==> config.mk <==
export PLATFORM = sky130hd
export DESIGN_NAME = sprite_layer_engine
export DESIGN_NICKNAME = d
export VERILOG_FILES = /design/src/rtl/sprite_pkg.sv /design/src/rtl/sprite_hit_addr.sv /design/src/rtl/sprite_layer_engine.sv
export SDC_FILE = /design/constraint.sdc
export NUM_CORES = 1
export LEC_CHECK = 0
export CELL_PAD_IN_SITES_DETAIL_PLACEMENT = 1
export CELL_PAD_IN_SITES_GLOBAL_PLACEMENT = 2
export CORE_MARGIN = 5
export CORE_UTILIZATION = 34
export CTS_BUF_LIST = sky130_fd_sc_hd__clkbuf_4
export CTS_CLUSTER_DIAMETER = 120
export DETAILED_ROUTE_END_ITERATION = 8
export PLACE_DENSITY = 0.75
export SLEW_MARGIN = 20
export SYNTH_ARGS = -nofsm -noshare
export SYNTH_HDL_FRONTEND = slang
export SYNTH_HIERARCHICAL = 1
export SYNTH_SLANG_ARGS = --single-unit
==> constraint.sdc <==
create_clock -name clk -period 4.1 [get_ports clk]
set_input_delay 0.82 -clock clk [delete_from_list [all_inputs] [get_ports clk]]
set_output_delay 0.82 -clock clk [all_outputs]
set_load 0.01 [all_outputs]
==> src/rtl/sprite_pkg.sv <==
// sprite_pkg: shared types and constants for the sprite layer engine.
//   rgb_t            24-bit RGB colour (8 bits per channel, R in [23:16])
//   DEF_*            default parameter values for sprite_layer_engine
//   TRANSPARENT_IDX  colour index that never wins priority resolution
//   clog2()          ceiling log2, usable in parameter expressions
package sprite_pkg;

    typedef logic [23:0] rgb_t;

    localparam int DEF_NUM_SPRITES = 4;
    localparam int DEF_SPR_W       = 32;
    localparam int DEF_SPR_H       = 32;
    localparam int DEF_COLOR_BITS  = 3;
    localparam int DEF_NUM_FRAMES  = 2;
    localparam int DEF_ANIM_DIV    = 15;

    localparam int TRANSPARENT_IDX = 0;

    function automatic int clog2(input int value);
        int r;
        int v;
        r = 0;
        v = value - 1;
        while (v > 0) begin
            r = r + 1;
            v = v >> 1;
        end
        return r;
    endfunction

endpackage

==> src/rtl/sprite_hit_addr.sv <==
// sprite_hit_addr: combinational window test and ROM address for one sprite.
//   pixelx, pixely : current pixel coordinate
//   posx, posy     : active top-left corner of the sprite
//   frame          : animation frame to read (already forced to 0 when the
//                    sprite's animation is disabled)
//   hit            : coordinate lies inside the SPR_W x SPR_H window
//   rom_addr       : frame*SPR_W*SPR_H + dy*SPR_W + dx, or 0 on a miss
module sprite_hit_addr
    import sprite_pkg::*;
#(
    parameter int SPR_W   = DEF_SPR_W,
    parameter int SPR_H   = DEF_SPR_H,
    parameter int ADDR_W  = 11,
    parameter int FRAME_W = 1
) (
    input  logic [9:0]         pixelx,
    input  logic [9:0]         pixely,
    input  logic [9:0]         posx,
    input  logic [9:0]         posy,
    input  logic [FRAME_W-1:0] frame,
    output logic               hit,
    output logic [ADDR_W-1:0]  rom_addr
);

    localparam logic [10:0]       W11        = 11'(SPR_W);
    localparam logic [10:0]       H11        = 11'(SPR_H);
    localparam logic [ADDR_W-1:0] FRAME_SIZE = ADDR_W'(SPR_W * SPR_H);
    localparam logic [ADDR_W-1:0] ROW_SIZE   = ADDR_W'(SPR_W);

    logic [10:0] x_end;
    logic [10:0] y_end;
    logic [9:0]  dx;
    logic [9:0]  dy;
    logic [ADDR_W-1:0] lin_addr;

    // Window ends are 11 bits wide so a sprite hanging off column/row 1023
    // clips instead of wrapping back to 0.
    assign x_end = {1'b0, posx} + W11;
    assign y_end = {1'b0, posy} + H11;

    assign hit = (pixelx >= posx) && ({1'b0, pixelx} < x_end) &&
                 (pixely >= posy) && ({1'b0, pixely} < y_end);

    assign dx = pixelx - posx;
    assign dy = pixely - posy;

    assign lin_addr = ADDR_W'(frame) * FRAME_SIZE
                    + ADDR_W'(dy) * ROW_SIZE
                    + ADDR_W'(dx);

    assign rom_addr = hit ? lin_addr : '0;

endmodule

==> src/rtl/sprite_layer_engine.sv <==
// sprite_layer_engine: multi-sprite renderer with fixed priority (sprite 0
// highest), transparency on colour index 0 and a writable palette.
//   clk, rst            pixel clock, synchronous active-high reset
//   frame_start         once per frame; latches staged sprite state and
//                       advances the animation divider
//   pixelx, pixely      coordinate presented in cycle N
//   posx, posy, enable,
//   anim_en             staged per-sprite state (10 bits per coordinate)
//   rom_addr, rom_q     per-sprite external ROMs, 1-cycle read latency
//   pal_we/addr/data    palette write port
//   RGB, visible,
//   sprite_id           registered result for the pixel of cycle N, at N+2
module sprite_layer_engine
    import sprite_pkg::*;
#(
    parameter int NUM_SPRITES = DEF_NUM_SPRITES,
    parameter int SPR_W       = DEF_SPR_W,
    parameter int SPR_H       = DEF_SPR_H,
    parameter int COLOR_BITS  = DEF_COLOR_BITS,
    parameter int NUM_FRAMES  = DEF_NUM_FRAMES,
    parameter int ANIM_DIV    = DEF_ANIM_DIV,
    localparam int ADDR_W     = clog2(NUM_FRAMES * SPR_W * SPR_H),
    localparam int ID_W       = (NUM_SPRITES > 1) ? clog2(NUM_SPRITES) : 1
) (
    input  logic                          clk,
    input  logic                          rst,
    input  logic                          frame_start,
    input  logic [9:0]                    pixelx,
    input  logic [9:0]                    pixely,
    input  logic [10*NUM_SPRITES-1:0]     posx,
    input  logic [10*NUM_SPRITES-1:0]     posy,
    input  logic [NUM_SPRITES-1:0]        enable,
    input  logic [NUM_SPRITES-1:0]        anim_en,
    output logic [ADDR_W*NUM_SPRITES-1:0] rom_addr,
    input  logic [COLOR_BITS*NUM_SPRITES-1:0] rom_q,
    input  logic                          pal_we,
    input  logic [COLOR_BITS-1:0]         pal_addr,
    input  logic [23:0]                   pal_data,
    output rgb_t                          RGB,
    output logic                          visible,
    output logic [ID_W-1:0]               sprite_id
);

    localparam int FRAME_W = (NUM_FRAMES > 1) ? clog2(NUM_FRAMES) : 1;
    localparam int DIV_W   = (ANIM_DIV > 1) ? clog2(ANIM_DIV) : 1;
    localparam int PAL_N   = 2 ** COLOR_BITS;

    // Active (shadowed) sprite state.
    logic [10*NUM_SPRITES-1:0] act_posx;
    logic [10*NUM_SPRITES-1:0] act_posy;
    logic [NUM_SPRITES-1:0]    act_enable;
    logic [NUM_SPRITES-1:0]    act_anim_en;

    logic [DIV_W-1:0]   div_cnt;
    logic [FRAME_W-1:0] anim_frame;

    logic [NUM_SPRITES-1:0] hit;
    logic [NUM_SPRITES-1:0] hit_q;

    rgb_t palette [PAL_N];

    logic                  found;
    logic [ID_W-1:0]       win_id;
    logic [COLOR_BITS-1:0] win_idx;

    always_ff @(posedge clk) begin
        if (rst) begin
            act_posx    <= '0;
            act_posy    <= '0;
            act_enable  <= '0;
            act_anim_en <= '0;
            div_cnt     <= '0;
            anim_frame  <= '0;
        end else if (frame_start) begin
            act_posx    <= posx;
            act_posy    <= posy;
            act_enable  <= enable;
            act_anim_en <= anim_en;
            if (div_cnt == DIV_W'(ANIM_DIV - 1)) begin
                div_cnt    <= '0;
                anim_frame <= (anim_frame == FRAME_W'(NUM_FRAMES - 1)) ?
                              '0 : anim_frame + FRAME_W'(1);
            end else begin
                div_cnt <= div_cnt + DIV_W'(1);
            end
        end
    end

    for (genvar g = 0; g < NUM_SPRITES; g++) begin : g_spr
        logic [FRAME_W-1:0] frame_sel;
        assign frame_sel = act_anim_en[g] ? anim_frame : '0;

        sprite_hit_addr #(
            .SPR_W  (SPR_W),
            .SPR_H  (SPR_H),
            .ADDR_W (ADDR_W),
            .FRAME_W(FRAME_W)
        ) u_hit_addr (
            .pixelx  (pixelx),
            .pixely  (pixely),
            .posx    (act_posx[10*g +: 10]),
            .posy    (act_posy[10*g +: 10]),
            .frame   (frame_sel),
            .hit     (hit[g]),
            .rom_addr(rom_addr[ADDR_W*g +: ADDR_W])
        );
    end

    // Enable is folded in at stage 0 so a frame_start landing while a pixel
    // is in flight cannot change that pixel's outcome.
    always_ff @(posedge clk) begin
        if (rst) begin
            hit_q <= '0;
        end else begin
            hit_q <= hit & act_enable;
        end
    end

    // Scan from lowest priority up so the lowest index candidate wins.
    always_comb begin
        found   = 1'b0;
        win_id  = '0;
        win_idx = '0;
        for (int i = NUM_SPRITES - 1; i >= 0; i--) begin
            if (hit_q[i] &&
                rom_q[i*COLOR_BITS +: COLOR_BITS] != COLOR_BITS'(TRANSPARENT_IDX)) begin
                found   = 1'b1;
                win_id  = ID_W'(i);
                win_idx = rom_q[i*COLOR_BITS +: COLOR_BITS];
            end
        end
    end

    // The read below samples palette before this edge's write lands, so a
    // same-cycle write to the entry being read yields the old colour.
    always_ff @(posedge clk) begin
        if (rst) begin
            for (int k = 0; k < PAL_N; k++) begin
                palette[k] <= '0;
            end
        end else if (pal_we) begin
            palette[pal_addr] <= pal_data;
        end
    end

    always_ff @(posedge clk) begin
        if (rst) begin
            RGB       <= '0;
            visible   <= 1'b0;
            sprite_id <= '0;
        end else begin
            RGB       <= found ? palette[win_idx] : '0;
            visible   <= found;
            sprite_id <= win_id;
        end
    end

endmodule

==> flow_summary.toml <==
[job]
max-cap-violations = 0

[synth]
syn_nets = 2090
avgSynthCellArea_um2 = 10.6
syn-cell-area_um2 = 18900
synth_common_cells = "203 x and2_1, 192 x edfxtp_1, 161 x mux2i_1"
synth_cell_types = 78
synth_area_leader_cell = "edfxtp_1"
synthFlopType = "edfxtp_1"
synth_area_leaders = "edfxtp_1 31%, dfxtp_1 13%, ha_1 9.8%"
synth_edf_count = 192
async_flop_share = 0
synth.most_common_cell = "and2_1"
netlist_instances = 1779
ys_seq_elements = 316
synth_top_area_share = 0.306
synth.yosys.seq_area_share = 0.437
yosys_warnings = 6

[global_routing]
grt_max_degree = 79
antenna_found_initial = 10
grtUsageTotal = 0.204
overflow = 0
grt_pass1_wl_um = 96700
first_global_vias = 17348

[placement]
pre_cts_ws_ns = -1.42
dp_hpwl_um = 44200
place_inst = 2938
gp_congestion = 0.892
io_buffers = 221

[detailed_routing]
routed_via_density = 4.95
drt_pass1_iterations = 5
wl_per_cell_um = 20.1
antenna_left = 0
wl_met3_um = 3010
vias = 15603
top_layer_used = "met5"
wl_met1_um = 25600
drc = 0
route.met2.wl_um = 32600
wirelength_um = 63400
drtIter0Drc = 517

[sta]
period_needed_ns = 4.66
grt_setup_unrepaired = "true"
max_slew_margin = 0.358
fin_crit_sh = 1.14
setup_slack_ns = -0.564
finalMaxSlewViolations = 0
max_freq_ghz = 0.214
finalSetupViolations = 33
fin_hold_ws_ns = 0.416
finalClockSkew_ns = 0.0367
hold_viol = 0
worst_pin_slew_ns = 0.963

[clock_network]
cts_root_buffer = "clkbuf_4"
max-clock-path-buffers = 3
clock_latency_ns = 0.81
clock-sinks = 316
cts_made_buffers = 89
cts_max_level = 3
cts_tree = "yes"
holdBufCountCts = 0
clk_pin_slew_ns = 0.06

[floorplan]
core_um2 = 55000
initial_utilization = 0.343
fp.dieW_um = 245
die_h_um = 245
io_pins = 222
die_area_um2 = 60300
rows = 86

[layout]
area_growth_pct = 41.6
fin_nets = 2640
multi_input_area_um2 = 11000
fin_cells = 3152
regArea_um2 = 8330
drive_above_1_share = 0.338
fill_cells = 6003
final_util = 0.486

[setup_path]
required_ns = 3.28
cp.depth = 19
crit-reg2reg-launch = "act_posx[16]"
worstSetupPathType = "input port to output pin"
rr_worst_depth = 14
cp_slowest_cell = "fa_2"
path_max_fanout = 3
cp_num_buf_inv = 6
crit_arrival_ns = 3.84
crit_chain = "buf_2, buf_4, inv_1, ha_4, inv_2, fa_2, a211oi_2, nor2_1, o31ai_2, buf_4, o21ai_2, xor2_1, ha_1, nand2_1, o211ai_1, a21oi_1, xnor3_1, nor3_2, buf_2"
startpoint = "pixelx[0]"
endpoint_kind = "output pin"
startpoint_type = "input port"
critPathMaxStageDelay_ns = 0.34
cp_top_family = "adder cells"

[pwr]
p_clk_frac = 0.325
power.leakage_uw = 0.0108
switching_share = 0.302
p_total_uw = 9330
power.switching_uw = 2820
power.internal_uw = 6510
power_density_nw_per_um2 = 349
max-vdd-ir-drop_v = 0.000177
power_frac_comb = 0.286
seqPwrFrac = 0.389

[min_path]
min_from = "rst"
hp-class = "input port to register"
hold_path_depth = 2

[run_status]
status = "complete, but fails checks"
failed_checks = "setup timing"
==> metal layers <==
layer  vias to the layer above  GRT usage
met5                         -          0
met4                        12     0.0743
met3                       122     0.0487
met2                       347      0.369
met1                      7632      0.236
li1                       7490          -
==> path summary, 6_finish.rpt <==
kind	to	slack (ns)
setup / recovery	rom_addr[32]	-0.56
hold / removal	act_posy[11]	0.42
setup reg to reg	hit_q[1]	1.20
hold reg to reg	hit_q[1]	0.43
==> cell usage in the layout, fill, tap and decap left out, types with 12 or more instances in the layout <==
cell type          n
a21o_1            20
xor2_1            24
nor3_2            12
fa_2              12
nand2_1           25
dfxtp_1           87
dfxtp_4           15
buf_4            256
o21ai_0           21
buf_12            15
nor3_1            33
dfxtp_2           22
inv_1            112
a221o_1           24
clkdlybuf4s50_1  166
nand2b_1          15
mux2_2            18
ha_1             113
clkbuf_4         144
nand3_1           24
a21oi_1           42
nor2_4            18
o22ai_1           27
a21oi_2           25
and2_1           200
edfxtp_1         192
mux2i_1          161
inv_2             17
buf_2             26
nor2_1           135
buf_6             57
xnor2_1           33
nor2_2            16
ha_4              28
==> power groups by stage <==
stage                     registers, µW  clock network [µW]  logic (µW)
final                              3630                3040        2660
after detailed placement           3700                   0        2230
after CTS                          3630                3170        2490
after global placement             3680                   0        2170
after global routing               3650                3350        2890
after floorplan                    3660                   0        1220
==> state kept, by name, summed over array words and instances, names as in the netlist <==
signal       flops
RGB             24
act_anim_en      4
act_enable       4
act_posx        40
act_posy        40
anim_frame       1
div_cnt          4
hit_q            4
palette        192
sprite_id        2
visible          1
==> repair_timing <==
action | 4_1_cts | 5_1_grt
pin swaps | 123 | 72
gates resized for setup | 394 | 119
buffers inserted | 44 | 19
endpoints found under the setup margin | 44 | 44
==> through the flow <==
step	area, µm²	TNS [ns]
after global routing	26700	-16.00
after floorplan	19000	0
final	26700	-8.46
after CTS	26100	-10.77
after global placement	23900	-43.43
after detailed placement	23900	-46.45
==> kinds of logic (layout without fill, tap and decap cells) <==
family | count (synthesis) | after routing | share of synthesized area
DFF | 316 | 316 | 0.437
and+or+nand+nor | 576 | 576 | 0.169
other | 0 | 7 | 0
adders and majority gates | 160 | 160 | 0.111
xor gates and xnor gates | 80 | 80 | 0.0401
AOI/OAI and AO/OA | 261 | 261 | 0.0975
buffers and inverters | 201 | 819 | 0.0449
muxes | 185 | 185 | 0.0998
==> area by class of cell <==
type,instances,share of cell area
inverter,131,0.0187
multi-input combinational,1262,0.413
timing repair buffer,529,0.177
sequential,316,0.312
antenna,7,0.000656
clock buffer,144,0.0405
clock inverter,15,0.00305
tap,748,0.0350
Power figures use the tool's default switching activity.
